**src/rtl/camerametnios_camera_output.sv**
```systemverilog
// Avalon-MM output port for the camera subsystem: a static control word plus a
// valid/ready command channel with timeout, completion counter and sticky status.
module camerametnios_camera_output #(
  parameter int unsigned           DATA_WIDTH     = 12,
  parameter logic [DATA_WIDTH-1:0] RESET_VALUE    = '0,
  parameter int unsigned           TIMEOUT_CYCLES = 1024,
  parameter int unsigned           CNT_WIDTH      = 16
) (
  input  logic                  clk,
  input  logic                  reset_n,
  input  logic [1:0]            address,
  input  logic                  chipselect,
  input  logic                  write_n,
  input  logic [31:0]           writedata,
  output logic [31:0]           readdata,
  output logic [DATA_WIDTH-1:0] out_port,
  output logic [DATA_WIDTH-1:0] cmd_data,
  output logic                  cmd_valid,
  input  logic                  cmd_ready
);

  localparam int unsigned WaitWidth = (TIMEOUT_CYCLES > 1) ? $clog2(TIMEOUT_CYCLES) : 1;
  localparam logic [WaitWidth-1:0] WaitLast =
      (TIMEOUT_CYCLES > 0) ? WaitWidth'(TIMEOUT_CYCLES - 1) : '0;
  localparam logic [1:0] AddrData   = 2'd0;
  localparam logic [1:0] AddrSet    = 2'd1;
  localparam logic [1:0] AddrClear  = 2'd2;
  localparam logic [1:0] AddrStatus = 2'd3;

  typedef enum logic [0:0] {StIdle, StBusy} state_e;

  state_e                state_q;
  logic [DATA_WIDTH-1:0] out_q;
  logic [DATA_WIDTH-1:0] cmd_data_q;
  logic [WaitWidth-1:0]  wait_q;
  logic [CNT_WIDTH-1:0]  count_q;
  logic                  overrun_q;
  logic                  timeout_q;
  logic [31:0]           readdata_q;

  logic                  wr;
  logic                  wr_cmd;
  logic                  wr_status_clr;
  logic                  busy;
  logic [DATA_WIDTH-1:0] wd;
  logic [31:0]           status;
  logic                  unused_wd;

  assign wr            = chipselect & ~write_n;
  assign wd            = writedata[DATA_WIDTH-1:0];
  assign wr_cmd        = wr && (address == AddrStatus) && !writedata[31];
  assign wr_status_clr = wr && (address == AddrStatus) && writedata[31];
  assign busy          = (state_q == StBusy);
  assign unused_wd     = ^writedata[31:DATA_WIDTH];

  // Control word register: direct write, bit-set and bit-clear views.
  always_ff @(posedge clk or negedge reset_n) begin
    if (!reset_n) begin
      out_q <= RESET_VALUE;
    end else if (wr) begin
      case (address)
        AddrData:  out_q <= wd;
        AddrSet:   out_q <= out_q | wd;
        AddrClear: out_q <= out_q & ~wd;
        default:   out_q <= out_q;
      endcase
    end
  end

  // Command handshake FSM with timeout, completion counter and sticky flags.
  always_ff @(posedge clk or negedge reset_n) begin
    if (!reset_n) begin
      state_q    <= StIdle;
      cmd_data_q <= '0;
      wait_q     <= '0;
      count_q    <= '0;
      overrun_q  <= 1'b0;
      timeout_q  <= 1'b0;
    end else begin
      case (state_q)
        StIdle: begin
          if (wr_cmd) begin
            cmd_data_q <= wd;
            wait_q     <= '0;
            state_q    <= StBusy;
          end
        end
        StBusy: begin
          if (wr_cmd) begin
            overrun_q <= 1'b1;
          end
          // Completion takes priority over a timeout landing on the same edge.
          if (cmd_ready) begin
            state_q <= StIdle;
            count_q <= count_q + CNT_WIDTH'(1);
          end else if ((TIMEOUT_CYCLES != 0) && (wait_q == WaitLast)) begin
            state_q   <= StIdle;
            timeout_q <= 1'b1;
          end else begin
            wait_q <= wait_q + WaitWidth'(1);
          end
        end
        default: state_q <= StIdle;
      endcase
      // A clear write overrides any flag or counter update on the same edge.
      if (wr_status_clr) begin
        overrun_q <= 1'b0;
        timeout_q <= 1'b0;
        count_q   <= '0;
      end
    end
  end

  always_comb begin
    status                    = '0;
    status[0]                 = busy;
    status[1]                 = overrun_q;
    status[2]                 = timeout_q;
    status[16 +: CNT_WIDTH]   = count_q;
  end

  // Read data is registered from the current address every cycle; no read strobe.
  always_ff @(posedge clk or negedge reset_n) begin
    if (!reset_n) begin
      readdata_q <= '0;
    end else begin
      case (address)
        AddrData:   readdata_q <= 32'(out_q);
        AddrStatus: readdata_q <= status;
        default:    readdata_q <= '0;
      endcase
    end
  end

  assign readdata  = readdata_q;
  assign out_port  = out_q;
  assign cmd_data  = cmd_data_q;
  assign cmd_valid = busy;

endmodule

```
**config.mk**
```make
export PLATFORM = sky130hd
export DESIGN_NAME = camerametnios_camera_output
export DESIGN_NICKNAME = d
export VERILOG_FILES = /design/src/rtl/camerametnios_camera_output.sv
export SDC_FILE = /design/constraint.sdc
export NUM_CORES = 1
export LEC_CHECK = 0
export CELL_PAD_IN_SITES_DETAIL_PLACEMENT = 0
export CELL_PAD_IN_SITES_GLOBAL_PLACEMENT = 2
export CORE_ASPECT_RATIO = 1.75
export CORE_MARGIN = 4
export CORE_UTILIZATION = 27
export DETAILED_ROUTE_END_ITERATION = 10
export GPL_TIMING_DRIVEN = 0
export HOLD_SLACK_MARGIN = 0.06
export PLACE_DENSITY = 0.81
export SLEW_MARGIN = 20
export SYNTH_ARGS = -nofsm -noshare
export SYNTH_HDL_FRONTEND = slang
export SYNTH_SLANG_ARGS = --single-unit
```
**constraint.sdc**
```tcl
create_clock -name clk -period 1.7 [get_ports clk]
set_clock_uncertainty 0.1 [all_clocks]
set_input_delay 0.255 -clock clk [delete_from_list [all_inputs] [get_ports clk]]
set_output_delay 0.255 -clock clk [all_outputs]
set_load 0.005 [all_outputs]
```
# Word-level counts from Yosys, hierarchy flattened
# Cells that the tools add are included.
[word_totals] inputBits=39 reg_bits=85 output_inout_bits=57
[classes] n_bitwise=6 mux=20 addsub=2 n_reduce_logical=16 eq_ne=8
[ops] operator="case mux 32 bit (2 select lines)" count=1
[ops] operator="two-way mux 16 bit" count=3
[ops] operator="case mux 12 bit (3 select lines)" count=1
[ops] operator="two-way mux 10 bit" count=3
[ops] operator="case mux 10 bit (2 select lines)" count=1
[ops] operator="adder 16 x 1 -> 16 bit, second input constant" count=1
[ops] operator="AND 12 bit" count=1
[ops] operator="inverter 12 bit" count=1
[ops] operator="bitwise OR 12 bit" count=1
[ops] operator="adder 10 x 1 -> 10 bit, second input constant" count=1
[ops] operator="equality test 10 bit, second input constant" count=1
[ops] operator="two-way mux 1 bit" count=10
[ops] operator="AND reduction 2 bit" count=4
[ops] operator="nonzero test 2 bit" count=4
[ops] operator="!= test 2 bit, second input constant" count=3
[ops] operator="AND reduction 3 bit" count=2
[ops] operator="equality test 2 bit, second input constant" count=2
[ops] operator="logical AND 1 bit" count=3
[ops] operator="nonzero test 3 bit" count=1
[ops] operator="equality test 2 x 1 -> 1 bit, second input constant" count=1
[ops] operator="zero test 2 bit" count=1
[ops] operator="!= test 2 x 1 -> 1 bit, second input constant" count=1
[ops] operator="inverter 1 bit" count=2
[ops] operator="case mux 1 bit (2 select lines)" count=1
[ops] operator="2 further kinds" count=2

# Longest topological paths before layout
[depth] depth_word=7 ltp_mapped=7

# Least setup slack after synthesis
# Ideal clock, no wire load.
[synth_timing] path_kind="register to register" start="register wait_q[0]" end="register wait_q[7]" synth_period_minus_slack_ns=1.790 required_ns=1.533 arrival_time_ns=1.623 path_stages_with_launch=7 setup_slack_ns=-0.090 path_buffers=1 setup_ns=0.067 path_cell_list="dfrtp_1 -> ha_1 -> and3_1 -> a31o_2 -> clkbuf_1 -> nor4b_1 -> a311o_1"
[synth_between] elab_chain_len=4 word_cells_on_any_way=7 cone_classes="add/sub (1); eq/ne (2); mux (3); reduce/logical (1)"
[synth_rtl] item="start, declared" line="35" source="logic [WaitWidth-1:0] wait_q;"
[synth_rtl] item="start signal, assigned" line="100" source="wait_q <= wait_q + WaitWidth'(1);"
[synth_rtl] item="adder 10 x 1 -> 10 bit" line="100"
[synth_rtl] item="two-way mux 10 bit" line="96" source="end else if ((TIMEOUT_CYCLES != 0) && (wait_q == WaitLast)) begin"
[synth_rtl] item="two-way mux 10 bit" line="93" source="if (cmd_ready) begin"
[synth_rtl] item="case mux 10 bit (2 select lines)" line="80" source="case (state_q)"
# Several ways; a longest one is shown, not always the timed one. The select of a mux whose other input is x is not followed.
# A chain may end at the register's enable or synchronous reset.

# Worst setup path in the final report
[layout_timing] start="register count_q[12]" end="register count_q[15]"
[layout_between] elab_chain_len=4
[layout_rtl] item="start, declared" line="36" source="logic [CNT_WIDTH-1:0] count_q;"
[layout_rtl] item="start signal, assigned" line="95" source="count_q <= count_q + CNT_WIDTH'(1);"
[layout_rtl] item="adder 16 x 1 -> 16 bit" line="95"
[layout_rtl] item="two-way mux 16 bit" line="93"
[layout_rtl] item="two-way mux 16 bit" line="80"
[layout_rtl] item="two-way mux 16 bit" line="106" source="if (wr_status_clr) begin"
# Every way passes these cells. The select of a mux whose other input is x is not followed.

==> impl_metrics.prom <==
# TYPE chip_impl_metric gauge
chip_impl_metric{name="clk_pin_slew",unit="ns"} 0.07
chip_impl_metric{name="max-slew-margin-rel",unit=""} 0.580
chip_impl_metric{name="peakVddDrop",unit="uV"} 643
chip_impl_metric{name="drt_drc_violations_left",unit=""} 0
chip_impl_metric{name="cts.htree.levels",unit=""} 3
chip_impl_metric{name="num-nets-final",unit=""} 487
chip_impl_metric{name="io_buffers",unit=""} 72
chip_impl_metric{name="synthDominantCellAreaShare",unit=""} 0.570
chip_impl_metric{name="placeableCoreArea",unit="sq um"} 12900
chip_impl_metric{name="fillerInstances",unit=""} 1284
chip_impl_metric{name="post_synth_edffs",unit=""} 0
chip_impl_metric{name="route.antenna.remaining_nets",unit=""} 0
chip_impl_metric{name="vias",unit=""} 2960
chip_impl_info{name="launch_instance_of_the_worst_register_to_register_path",value="count_q[12]"} 1
chip_impl_metric{name="drt_wirelength",unit="um"} 9690
chip_impl_metric{name="power.density",unit="nW/um^2"} 988
chip_impl_info{name="dominantRegCellSynth",value="sky130_fd_sc_hd__dfrtp_1"} 1
chip_impl_info{name="worst_hold_path_type",value="in -> async"} 1
chip_impl_metric{name="global_route_wire_length_before_repair",unit="um"} 15300
chip_impl_metric{name="power.switching_fraction",unit=""} 0.251
chip_impl_metric{name="maximum_number_of_pins_on_one_net_before_global_route_repair",unit=""} 58
chip_impl_metric{name="cts_num_sinks",unit=""} 81
chip_impl_metric{name="die_area",unit="sq um"} 15100
chip_impl_metric{name="starting_utilization_of_the_core_area",unit=""} 0.275
chip_impl_metric{name="postSynthAreaPerCell",unit="sq um"} 11.0
chip_impl_info{name="netlist_top_cells_area",value="sky130_fd_sc_hd__dfrtp_1 57%, sky130_fd_sc_hd__a21oi_1 4.9%, sky130_fd_sc_hd__and2_1 4.8%"} 1
chip_impl_metric{name="power.switching",unit="uW"} 1330
chip_impl_metric{name="power_report.internal_total",unit="uW"} 3960
chip_impl_info{name="clock_root_buffer_master",value="sky130_fd_sc_hd__clkbuf_16"} 1
chip_impl_metric{name="mappedNetlistArea",unit="sq um"} 3560
chip_impl_metric{name="netlist-cell-type-count",unit=""} 46
chip_impl_metric{name="die_w",unit="um"} 94.8
chip_impl_info{name="critPathSlowestCell",value="sky130_fd_sc_hd__or4_4"} 1
chip_impl_info{name="library_cell_with_the_largest_summed_area_after_synthesis",value="sky130_fd_sc_hd__dfrtp_1"} 1
chip_impl_info{name="setup.worst_path.class",value="reg -> reg"} 1
chip_impl_info{name="cp_cell_sequence",value="nand4_1, or3_4, or4_4, a21oi_2"} 1
chip_impl_info{name="rsz_0062_raised_after_global_routing",value="yes"} 1
chip_impl_metric{name="clock_latency",unit="ns"} 0.34
chip_impl_metric{name="drive_above_1_share",unit=""} 0.253
chip_impl_info{name="status",value="finished, violations left"} 1
chip_impl_metric{name="post_layout_worst_setup_margin",unit="ns"} -0.0124
chip_impl_metric{name="synthesized_instance_count",unit=""} 323
chip_impl_metric{name="total_power",unit="uW"} 5290
chip_impl_metric{name="share_clk_of_total_power",unit=""} 0.398
chip_impl_metric{name="register_area",unit="sq um"} 2030
chip_impl_metric{name="yosys_warn_count",unit=""} 0
chip_impl_metric{name="overflow",unit=""} 0
chip_impl_metric{name="drt_first_pass_iters",unit=""} 5
chip_impl_metric{name="power.sequential.fraction",unit=""} 0.432
chip_impl_metric{name="routed_wl_per_cell",unit="um"} 15.7
chip_impl_info{name="synth.most_common_cell",value="sky130_fd_sc_hd__dfrtp_1"} 1
chip_impl_metric{name="leakagePower",unit="uW"} 0.00235
chip_impl_metric{name="setup_violations",unit=""} 2
chip_impl_metric{name="tritoncts.num_buffers",unit=""} 9
chip_impl_metric{name="setup_slack_of_the_most_critical_reg_to_reg_path",unit="ns"} -0.01
chip_impl_metric{name="routabilityCongestion",unit=""} 0.769
chip_impl_metric{name="power.combinational.fraction",unit=""} 0.171
chip_impl_metric{name="finalMaxSlewViolations",unit=""} 0
chip_impl_metric{name="finalHoldViolCount",unit=""} 0
chip_impl_metric{name="initialDrtViolationCount",unit=""} 119
chip_impl_metric{name="slowest_delay",unit="ns"} 0.48
chip_impl_info{name="setup.worst_path.end_class",value="flip-flop"} 1
chip_impl_metric{name="dieHeight",unit="um"} 160
chip_impl_metric{name="io_pins",unit=""} 96
chip_impl_metric{name="synth-seq-area-share",unit=""} 0.570
chip_impl_metric{name="dp_hpwl",unit="um"} 6520
chip_impl_info{name="critPathLaunch",value="count_q[12]"} 1
chip_impl_metric{name="row_count",unit=""} 55
chip_impl_metric{name="max_cap_violations",unit=""} 0
chip_impl_metric{name="antenna_found_initial",unit=""} 0
chip_impl_metric{name="area_growth_from_synthesis_to_final_layout",unit="%"} 50.5
chip_impl_metric{name="groute.usage.overall",unit=""} 0.132
chip_impl_metric{name="cp.required",unit="ns"} 1.87
chip_impl_metric{name="multiInputGateArea",unit="sq um"} 1620
chip_impl_metric{name="max_slew.worst_pin.slew",unit="ns"} 0.628
chip_impl_metric{name="asyncSetResetFlopFracSynth",unit=""} 1.00
chip_impl_info{name="yosys-top-cells-count",value="81 x sky130_fd_sc_hd__dfrtp_1, 35 x sky130_fd_sc_hd__a21oi_1, 27 x sky130_fd_sc_hd__and2_1, 17 x sky130_fd_sc_hd__nor2_1, 14 x sky130_fd_sc_hd__nor2b_1"} 1
chip_impl_metric{name="timing.fmax",unit="MHz"} 584
chip_impl_metric{name="viasPerCell",unit=""} 4.79
chip_impl_metric{name="finalCritPeriodShare",unit=""} 1.01
chip_impl_info{name="failed_checks",value="setup timing"} 1
chip_impl_metric{name="grt_pass1_vias",unit=""} 2951
chip_impl_metric{name="antenna-diode-count",unit=""} 0
chip_impl_metric{name="crit_arrival",unit="ns"} 1.88
chip_impl_info{name="startpoint_type",value="flip-flop"} 1
chip_impl_metric{name="path_max_fanout",unit=""} 2
chip_impl_metric{name="final.min_clock_period",unit="ns"} 1.71
chip_impl_metric{name="timing.hold.ws",unit="ns"} 0.267
chip_impl_info{name="cts_tree",value="done"} 1
chip_impl_metric{name="postSynthRegisterBits",unit=""} 81
chip_impl_metric{name="cts-root-to-sink-buffers",unit=""} 2
[state kept, by name (all words and copies together), names as in the netlist]
| register | flops |
|---|---|
| out_port | 12 |
| timeout_q | 1 |
| count_q | 16 |
| cmd_valid | 1 |
| cmd_data | 12 |
| overrun_q | 1 |
| readdata | 28 |
| wait_q | 10 |
[area by class of cell]
| type | count | share of cell area |
|---|---|---|
| timing repair buffer | 106 | 0.187 |
| multi-input combinational | 220 | 0.304 |
| buffer | 18 | 0.0257 |
| clock inverter | 6 | 0.0171 |
| clock buffer | 10 | 0.0428 |
| tap | 171 | 0.0400 |
| sequential | 81 | 0.380 |
| inverter | 6 | 0.00421 |
[cells by family after synthesis]
logic type | count (synthesis) | share of synthesized area
and+or+nand+nor | 118 | 0.198
adders and majority gates | 6 | 0.0211
muxes | 13 | 0.0408
DFF | 81 | 0.570
AOI/OAI and AO/OA | 71 | 0.118
buffers and inverters | 25 | 0.0313
other | 1 | 0.00105
xor gates and xnor gates | 8 | 0.0197
[worst paths after layout]
kind / endpoint / cells after the start
worst max register to register: count_q[15] / 4
max in group asynchronous: count_q[3] / 3
worst min-delay path: count_q[14] / 2
worst min register to register: wait_q[8] / 1
worst max-delay path: count_q[15] / 4
min in group clk: overrun_q / 4
[metal layers]
metal / up-vias / wire length, um / part of all wire / track usage
met5: - / 0 / 0 / 0
met2: 75 / 5470 / 0.56 / 0.238
met3: 13 / 379 / 0.039 / 0.0292
li1: 1387 / - / - / -
met1: 1485 / 3640 / 0.38 / 0.145
met4: 0 / 195 / 0.020 / 0.0565
[stage by stage]
step                setup TNS, ns  worst slack [ns]  std cells   util  cell area, sq um
floorplan                       0           0.00445        326      -              3600
global placement          -248.96             -2.64        569  0.351              4540
detailed placement         -36.89            -0.806        570  0.353              4560
CTS                       -0.0184           -0.0184        612  0.403              5210
global route               -0.420           -0.0843        618  0.414              5350
finish                    -0.0220           -0.0124        618  0.414              5350
[critical path, delay by kind of cell, from the launching register on]
| kind | cells | cell delay (ns) |
|---|---|---|
| flops | 1 | 0.37 |
| compound gates | 1 | 0.13 |
| simple gates | 3 | 1.04 |
[power groups by stage]
stage               Combinational (uW)  Sequential, uW  Clock, uW
finish                             902            2280       2100
global route                       979            2310       2240
CTS                                903            2280       2150
detailed placement                 829            2320          0
global placement                   807            2320          0
floorplan                          305            2300          0
[placed cells by master, fill, tap and decap left out, types with 5 or more instances in the layout]
master                            instances
sky130_fd_sc_hd__a21oi_1                 32
sky130_fd_sc_hd__and2_1                  24
sky130_fd_sc_hd__and3_1                   5
sky130_fd_sc_hd__buf_4                   37
sky130_fd_sc_hd__clkbuf_1                 5
sky130_fd_sc_hd__clkbuf_16               10
sky130_fd_sc_hd__clkdlybuf4s50_1         65
sky130_fd_sc_hd__dfrtp_1                 76
sky130_fd_sc_hd__dfrtp_2                  5
sky130_fd_sc_hd__inv_1                    6
sky130_fd_sc_hd__mux2_2                  12
sky130_fd_sc_hd__nand2_1                  6
sky130_fd_sc_hd__nand3_1                  9
sky130_fd_sc_hd__nand4_1                  6
sky130_fd_sc_hd__nor2_1                  17
sky130_fd_sc_hd__nor2b_1                 13
sky130_fd_sc_hd__o21ai_0                  6
sky130_fd_sc_hd__o22ai_1                 11
[repair_timing]
item                                    4_1_cts  5_1_grt
buffers inserted                             25        7
pin swaps                                    11       16
hold endpoints to repair                     24        0
gates resized for setup                      42       23
gates cloned                                  0        0
hold buffers                                  1        0
endpoints found under the setup margin       62       40
No activity file was read; power rests on OpenSTA's default activity.
